`config.mk`:
```
export PLATFORM = sky130hd
export DESIGN_NAME = icache_refill_ctrl
export DESIGN_NICKNAME = d
export VERILOG_FILES = /design/src/rtl/icache_pkg.sv /design/src/rtl/icache_line_assembler.sv /design/src/rtl/icache_refill_ctrl.sv
export SDC_FILE = /design/constraint.sdc
export NUM_CORES = 1
export LEC_CHECK = 0
export BUFFER_PORTS_ARGS = -buffer_cell sky130_fd_sc_hd__buf_2
export CAP_MARGIN = 10
export CORE_ASPECT_RATIO = 1.25
export CORE_MARGIN = 4
export CORE_UTILIZATION = 53
export CTS_CLUSTER_SIZE = 10
export DETAILED_ROUTE_END_ITERATION = 12
export MAX_ROUTING_LAYER = met4
export PLACE_DENSITY = 0.8
export SLEW_MARGIN = 10
export SYNTH_ARGS = -nofsm -noshare
export SYNTH_HDL_FRONTEND = slang
export SYNTH_HIERARCHICAL = 1
export SYNTH_SLANG_ARGS = --single-unit
```
`constraint.sdc`:
```
create_clock -name clk -period 4.35 [get_ports clk]
set_input_delay 0.2175 -clock clk [delete_from_list [all_inputs] [get_ports clk]]
set_output_delay 0.2175 -clock clk [all_outputs]
set_load 0.03 [all_outputs]
```
`src/rtl/icache_pkg.sv`:
```
// icache_pkg: shared state type, line geometry and address helpers for the i-cache
// refill path. `ADDR_WIDTH normally comes from riscv_core.svh; a 32-bit fallback is
// provided so the refill block also builds standalone.
`ifndef ADDR_WIDTH
`define ADDR_WIDTH 32
`endif

package icache_pkg;

  typedef enum logic [2:0] {
    StIdle,
    StReq,
    StResp,
    StFill,
    StWait,
    StDrain
  } refill_state_t;

  localparam int unsigned LINE_SIZE_DEFAULT = 2;
  localparam int unsigned LINE_BYTES        = 4 * LINE_SIZE_DEFAULT;
  localparam int unsigned OFFSET_BITS       = 2 + $clog2(LINE_SIZE_DEFAULT);

  // Clear the byte-in-line offset bits of an address.
  function automatic logic [`ADDR_WIDTH-1:0] line_align(
    input logic [`ADDR_WIDTH-1:0] addr,
    input int unsigned            offset_bits = OFFSET_BITS
  );
    logic [`ADDR_WIDTH-1:0] mask;
    mask = '1;
    mask = mask << offset_bits;
    return addr & mask;
  endfunction

endpackage

```
`src/rtl/icache_line_assembler.sv`:
```
// icache_line_assembler: collects LINE_SIZE response beats into one cache line.
// Word i of the line lands in bits [32i +: 32]; done flags the beat completing the line.
module icache_line_assembler #(
  parameter int unsigned LINE_SIZE = 2
) (
  input  logic                      clk,
  input  logic                      reset,
  input  logic                      clear,
  input  logic                      beat_valid,
  input  logic [31:0]               data,
  output logic                      done,
  output logic [32*LINE_SIZE-1:0]   line
);

  localparam int unsigned CntW = (LINE_SIZE > 1) ? $clog2(LINE_SIZE) : 1;

  logic [CntW-1:0] cnt_q;

  assign done = beat_valid && (cnt_q == CntW'(LINE_SIZE - 1));

  // Beat counter and word storage; clear only rewinds the counter.
  always_ff @(posedge clk) begin
    if (reset) begin
      cnt_q <= '0;
      line  <= '0;
    end else if (clear) begin
      cnt_q <= '0;
    end else if (beat_valid) begin
      line[32*cnt_q +: 32] <= data;
      cnt_q                <= done ? '0 : cnt_q + 1'b1;
    end
  end

endmodule

```
`src/rtl/icache_refill_ctrl.sv`:
```
// icache_refill_ctrl: miss capture and line refill sequencer for the two-port i-cache.
// Optional feature: define ICACHE_NEXT_LINE_PREFETCH_EN to fetch the next sequential
// line after the last demand line of each miss episode.
`ifndef ADDR_WIDTH
`define ADDR_WIDTH 32
`endif

module icache_refill_ctrl
  import icache_pkg::*;
#(
  parameter int unsigned LINE_SIZE = 2
) (
  input  logic                    clk,
  input  logic                    reset,
  input  logic [1:0]              miss,
  input  logic [`ADDR_WIDTH-1:0]  miss_addr [2],
  input  logic                    ext_flush,
  output logic                    mem_req_valid,
  input  logic                    mem_req_ready,
  output logic [`ADDR_WIDTH-1:0]  mem_req_addr,
  input  logic                    mem_resp_valid,
  input  logic [31:0]             mem_resp_data,
  output logic                    fill_valid,
  output logic [`ADDR_WIDTH-1:0]  fill_addr,
  output logic [32*LINE_SIZE-1:0] fill_data,
  output logic                    busy
);

  localparam int unsigned Aw      = `ADDR_WIDTH;
  localparam int unsigned OffBits = 2 + $clog2(LINE_SIZE);

  refill_state_t   state_q, state_d;
  logic [Aw-1:0]   pend_addr_q [2];
  logic [Aw-1:0]   pend_addr_d [2];
  logic [1:0]      pend_cnt_q, pend_cnt_d;
  logic            drop_q, drop_d;        // flushed while a request was still unaccepted
  logic            wait_cnt_q, wait_cnt_d;
  logic            req_valid_q, req_valid_d;
  logic [Aw-1:0]   req_addr_q, req_addr_d;
  logic            fill_valid_q, fill_valid_d;
  logic [Aw-1:0]   fill_addr_q, fill_addr_d;
  logic            busy_q, busy_d;
  logic [Aw-1:0]   line0, line1;
  logic            hs;
  logic            asm_clear, asm_beat, asm_done;
  logic [32*LINE_SIZE-1:0] asm_line;

`ifdef ICACHE_NEXT_LINE_PREFETCH_EN
  localparam logic [Aw-1:0] LineBytesA = Aw'(4 * LINE_SIZE);
  logic            pf_head_q, pf_head_d;  // head entry is the prefetch line
  logic            ff_vld_q, ff_vld_d;    // first line filled this episode is recorded
  logic [Aw-1:0]   ff_addr_q, ff_addr_d;
  logic [Aw-1:0]   pf_line;
  assign pf_line = pend_addr_q[0] + LineBytesA;
`endif

  assign line0    = line_align(miss_addr[0], OffBits);
  assign line1    = line_align(miss_addr[1], OffBits);
  assign hs       = req_valid_q && mem_req_ready;
  assign asm_beat = mem_resp_valid && ((state_q == StResp) || (state_q == StDrain));

  icache_line_assembler #(
    .LINE_SIZE(LINE_SIZE)
  ) u_assembler (
    .clk       (clk),
    .reset     (reset),
    .clear     (asm_clear),
    .beat_valid(asm_beat),
    .data      (mem_resp_data),
    .done      (asm_done),
    .line      (asm_line)
  );

  // Next-state, pending-list maintenance and next values of the registered outputs.
  always_comb begin
    state_d      = state_q;
    pend_addr_d  = pend_addr_q;
    pend_cnt_d   = pend_cnt_q;
    drop_d       = drop_q;
    wait_cnt_d   = wait_cnt_q;
    asm_clear    = 1'b0;
    req_addr_d   = req_addr_q;
    fill_addr_d  = fill_addr_q;
`ifdef ICACHE_NEXT_LINE_PREFETCH_EN
    pf_head_d    = pf_head_q;
    ff_vld_d     = ff_vld_q;
    ff_addr_d    = ff_addr_q;
`endif

    unique case (state_q)
      StIdle: begin
`ifdef ICACHE_NEXT_LINE_PREFETCH_EN
        pf_head_d = 1'b0;
        ff_vld_d  = 1'b0;
`endif
        if (!ext_flush && (miss[0] || miss[1])) begin
          if (miss[0]) begin
            pend_addr_d[0] = line0;
            if (miss[1] && (line1 != line0)) begin
              pend_addr_d[1] = line1;
              pend_cnt_d     = 2'd2;
            end else begin
              pend_cnt_d     = 2'd1;
            end
          end else begin
            pend_addr_d[0] = line1;
            pend_cnt_d     = 2'd1;
          end
          state_d = StReq;
        end
      end

      StReq: begin
        // The request stays up until accepted even if a flush arrives meanwhile.
        if (hs) begin
          asm_clear = 1'b1;
          drop_d    = 1'b0;
          state_d   = (drop_q || ext_flush) ? StDrain : StResp;
        end else if (ext_flush) begin
          drop_d = 1'b1;
        end
      end

      StResp: begin
        if (asm_done) begin
          state_d = ext_flush ? StIdle : StFill;
        end else if (ext_flush) begin
          state_d = StDrain;
        end
      end

      StFill: begin
        pend_addr_d[0] = pend_addr_q[1];
        pend_cnt_d     = pend_cnt_q - 2'd1;
`ifdef ICACHE_NEXT_LINE_PREFETCH_EN
        pf_head_d = 1'b0;
        if (!ff_vld_q) begin
          ff_vld_d  = 1'b1;
          ff_addr_d = pend_addr_q[0];
        end
`endif
        if (ext_flush) begin
          state_d = StIdle;
        end else if (pend_cnt_q == 2'd2) begin
          state_d = StReq;
        end
`ifdef ICACHE_NEXT_LINE_PREFETCH_EN
        else if (!pf_head_q && !(ff_vld_q && (ff_addr_q == pf_line))) begin
          pend_addr_d[0] = pf_line;
          pend_cnt_d     = 2'd1;
          pf_head_d      = 1'b1;
          state_d        = StReq;
        end
`endif
        else begin
          wait_cnt_d = 1'b0;
          state_d    = StWait;
        end
      end

      StWait: begin
        // Two quiet cycles so the cache's registered miss can clear.
        if (ext_flush || wait_cnt_q) begin
          state_d = StIdle;
        end else begin
          wait_cnt_d = 1'b1;
        end
      end

      StDrain: begin
        if (asm_done) begin
          state_d = StIdle;
        end
      end

      default: state_d = StIdle;
    endcase

    if (ext_flush) begin
      pend_cnt_d = 2'd0;
    end

    req_valid_d  = (state_d == StReq);
    if ((state_d == StReq) && (state_q != StReq)) begin
      req_addr_d = pend_addr_d[0];
    end
    fill_valid_d = (state_d == StFill);
    if (state_d == StFill) begin
      fill_addr_d = pend_addr_q[0];
    end
    busy_d       = (state_d != StIdle);
  end

  // State, pending list and output registers.
  always_ff @(posedge clk) begin
    if (reset) begin
      state_q        <= StIdle;
      pend_addr_q[0] <= '0;
      pend_addr_q[1] <= '0;
      pend_cnt_q     <= 2'd0;
      drop_q         <= 1'b0;
      wait_cnt_q     <= 1'b0;
      req_valid_q    <= 1'b0;
      req_addr_q     <= '0;
      fill_valid_q   <= 1'b0;
      fill_addr_q    <= '0;
      busy_q         <= 1'b0;
`ifdef ICACHE_NEXT_LINE_PREFETCH_EN
      pf_head_q      <= 1'b0;
      ff_vld_q       <= 1'b0;
      ff_addr_q      <= '0;
`endif
    end else begin
      state_q        <= state_d;
      pend_addr_q[0] <= pend_addr_d[0];
      pend_addr_q[1] <= pend_addr_d[1];
      pend_cnt_q     <= pend_cnt_d;
      drop_q         <= drop_d;
      wait_cnt_q     <= wait_cnt_d;
      req_valid_q    <= req_valid_d;
      req_addr_q     <= req_addr_d;
      fill_valid_q   <= fill_valid_d;
      fill_addr_q    <= fill_addr_d;
      busy_q         <= busy_d;
`ifdef ICACHE_NEXT_LINE_PREFETCH_EN
      pf_head_q      <= pf_head_d;
      ff_vld_q       <= ff_vld_d;
      ff_addr_q      <= ff_addr_d;
`endif
    end
  end

  assign mem_req_valid = req_valid_q;
  assign mem_req_addr  = req_addr_q;
  assign fill_valid    = fill_valid_q;
  assign fill_addr     = fill_addr_q;
  assign fill_data     = asm_line;
  assign busy          = busy_q;

endmodule

```
==> flow_metrics.env <==
export IMPL_status="complete, no violations"
export IMPL_initial_core_util_pct=54.43
export IMPL_avgSynthCellArea_um2=10.38
export IMPL_chipWidth_um=124.1
export IMPL_drt_iter0_markers=318
export IMPL_root_buffer="clkbuf_16"
export IMPL_tritoncts="done"
export IMPL_viasPerCell=5.140
export IMPL_wl_per_cell_um=16.07
export IMPL_cts_sinks=200
export IMPL_synth_top_area_share_pct=44.86
export IMPL_p_sw_share_pct=25.37
export IMPL_crit_family="simple AND/OR/NAND/NOR gates"
export IMPL_yosysUniqueCellTypes=53
export IMPL_whs_path_depth=3
export IMPL_h_tree_depth=4
export IMPL_fp_coreArea_um2=16400
export IMPL_fin_crit_sh_pct=85.05
export IMPL_r2r_cells=8
export IMPL_pwr_share_comb_pct=11.5
export IMPL_multiInputGateArea_um2=4614
export IMPL_grt_first_pass_wirelength_mm=33.01
export IMPL_power_leakage_nw=4.708
export IMPL_drive_gt1_share_pct=31.27
export IMPL_p_per_area_nw_per_um2=365.4
export IMPL_synth_common_cells="dfxtp_1, nand2b_1, mux2i_1"
export IMPL_finalCriticalPeriod_ns=3.700
export IMPL_end_kind="flop"
export IMPL_netlist_area_um2=8925
export IMPL_synth_area_top_cells="dfxtp_1, mux2i_1, nand2b_1"
export IMPL_fmax_mhz=270.3
export IMPL_synth_ff_type="dfxtp_1"
export IMPL_post_route_util_pct=65.19
export IMPL_max_slew_margin_rel_pct=27.10
export IMPL_cts_resized=0
export IMPL_nets=1157
export IMPL_syn_num_nets=964
export IMPL_design_die_area_um2=18990
export IMPL_antenna_found_initial=1
export IMPL_hold_path_class="in -> reg"
export IMPL_path_buf_inv=1
export IMPL_synth_most_common_cell="dfxtp_1"
export IMPL_crit_slowest_cell="or3_2"
export IMPL_postCtsSetupRepairBufs=0
export IMPL_pin_count=234
export IMPL_drc=0
export IMPL_synth_top_area_cell="dfxtp_1"
export IMPL_nFillCells=1383
export IMPL_muxShareOfSynthArea_pct=22.47
export IMPL_pwr_share_clk_pct=39.5
export IMPL_grt_max_degree=182
export IMPL_setup_tns_ns=0
export IMPL_worst_pin_slew_ns=1.094
export IMPL_regArea_um2=4004
export IMPL_synthToLayoutAreaGrowth_pct=19.75
export IMPL_place_congestion=0.8057
export IMPL_clk_transition_reported_paths_ns=0.08
export IMPL_ys_seq_area_share_pct=44.86
export IMPL_globalRouteOverflowTotal=0
export IMPL_totalWireLength_mm=20.60
export IMPL_synth_seq_cells=200
export IMPL_seq_power_share_pct=49.0
export IMPL_synth_warnings=6
export IMPL_ant_nets=0
export IMPL_startpoint_type="flop"
export IMPL_hold_viol=0
export IMPL_async_reset_ff_share_pct=0
export IMPL_path_depth=8
export IMPL_ir_worst_vdd_mv=0.2176
export IMPL_cts_hold_buf=0
export IMPL_postLayoutCellArea_um2=10690
export IMPL_grt_pass1_vias=6624
export IMPL_rows=52
export IMPL_clk_path_buf_depth=2
export IMPL_synth_xor_area_share_pct=3.042
export IMPL_cp_data_required_time_ns=4.66
export IMPL_vias=6589
export IMPL_postPlaceCellArea_um2=10110
export IMPL_yosys_area_share_simple_pct=20.08
export IMPL_syn_instance_count=860
export IMPL_dp_hpwl_mm=14.36
export IMPL_critPathMaxStageDelay_ns=0.93
export IMPL_synth_fa_ha_area_share_pct=0.1402
export IMPL_track_usage_pct=22.12
export IMPL_fp_dieH_um=153.1
export IMPL_fin_skew_ns=0.01127
export IMPL_drv_cap=0
export IMPL_rsz0062_at_grt="false"
export IMPL_p_int_w=0.002915
export IMPL_crit_arrival_ns=4.01
export IMPL_synth_edf_count=0
export IMPL_firstDrtPassIters=4
export IMPL_clock_latency_ns=0.43
export IMPL_final_max_slew_violation_count=0
export IMPL_switching_power_w=0.0009908
export IMPL_path_max_fanout=32
export IMPL_crit_chain="or3b_2 -> a21boi_0 -> buf_4 -> and2_1 -> a21oi_1 -> or4_4 -> or3_2 -> mux2_1"
export IMPL_synth_top_family_by_area="multiplexers"
export IMPL_setup_worst_path_class="reg -> reg"
export IMPL_cts_buffers=17
export IMPL_port_buffer_count=227
export IMPL_synth_compound_area_share_pct=5.692
export IMPL_setup_viol=0
## state kept, by name (all words and copies together) (netlist names)
signal	cells
wait_cnt_q	1
pend_cnt_q	2
pend_addr_q	61
u_assembler/cnt_q	1
mem_req_valid	1
fill_valid	1
drop_q	1
state_q	3
fill_addr	32
mem_req_addr	32
busy	1
u_assembler/line	64
## layout by cell type, fill, tap and decap left out, types with 7 or more instances in the layout
cell type,Yosys,routed
mux2_4,27,27
a22oi_1,30,30
buf_2,10,226
nand2_1,33,33
mux2i_1,125,125
nor3_1,7,7
nand2b_1,154,154
nor2b_1,29,29
clkbuf_16,0,17
nor2_1,40,40
xor2_1,30,30
dfxtp_1,200,200
a21oi_1,35,34
buf_4,2,10
mux2_2,29,29
## metal layers
layer	track usage, %	wire length, um
met3	6.248	1519
met2	36.11	9861
met4	5.741	217
met1	26.80	9000
met5	-	0
## kinds of logic after synthesis
logic type               count (synthesis)
AO/OA/AOI/OAI                           78
AND/OR/NAND/NOR                        302
buffers and inverters                   65
flip-flops                             200
adder cells (fa/ha/maj)                  1
XOR/XNOR                                31
multiplexers                           183
## tightest hold or removal path, stage by stage
cell	delay (ns)
buf_2	0.12
nand2b_1	0.06
mux2i_1	0.06
## layout make-up
cell class                 count  share of cell area (%)
sequential                   200                   37.46
clock inverter                10                   1.042
clock buffer                  21                   4.308
multi-input combinational    595                   43.17
antenna                        1                 0.02341
timing repair buffer         237                   11.39
inverter                       2                 0.07024
tap                          216                   2.529
## power groups by stage
stage	sequential [W]	clock (W)	combinational [W]
3_3_place_gp	0.00195	0	0.000446
3_5_place_dp	0.00195	0	0.000451
5_1_grt	0.00192	0.00167	0.000486
4_1_cts	0.00191	0.00158	0.000453
2_1_floorplan	0.00199	0	0.000278
6_report	0.00191	0.00154	0.000449
## per-stage QoR
| stage | setup slack (ns) | hold slack, ns | power (W) | instances |
|---|---|---|---|---|
| final | 0.6503 | 0.07126 | 0.003906 | 1282 |
| after floorplan | 1.143 | 0.3728 | 0.002269 | 860 |
| after global placement | 0.7181 | 0.4552 | 0.002400 | 1250 |
| after CTS | 0.6531 | 0.04849 | 0.003948 | 1281 |
| after global routing | 0.5297 | 0.06120 | 0.004074 | 1282 |
| after detailed placement | 0.6729 | 0.4623 | 0.002406 | 1250 |
## worst paths after layout
check,startpoint,endpoint,slack [ns]
worst max-delay path,state_q[1],mem_req_addr[4],0.65
worst min-delay path,miss_addr[13],pend_addr_q[13],0.07
worst max register to register,state_q[1],mem_req_addr[4],0.65
worst min register to register,u_assembler/line[33],u_assembler/line[33],0.47
Power figures use the tool's default switching activity.
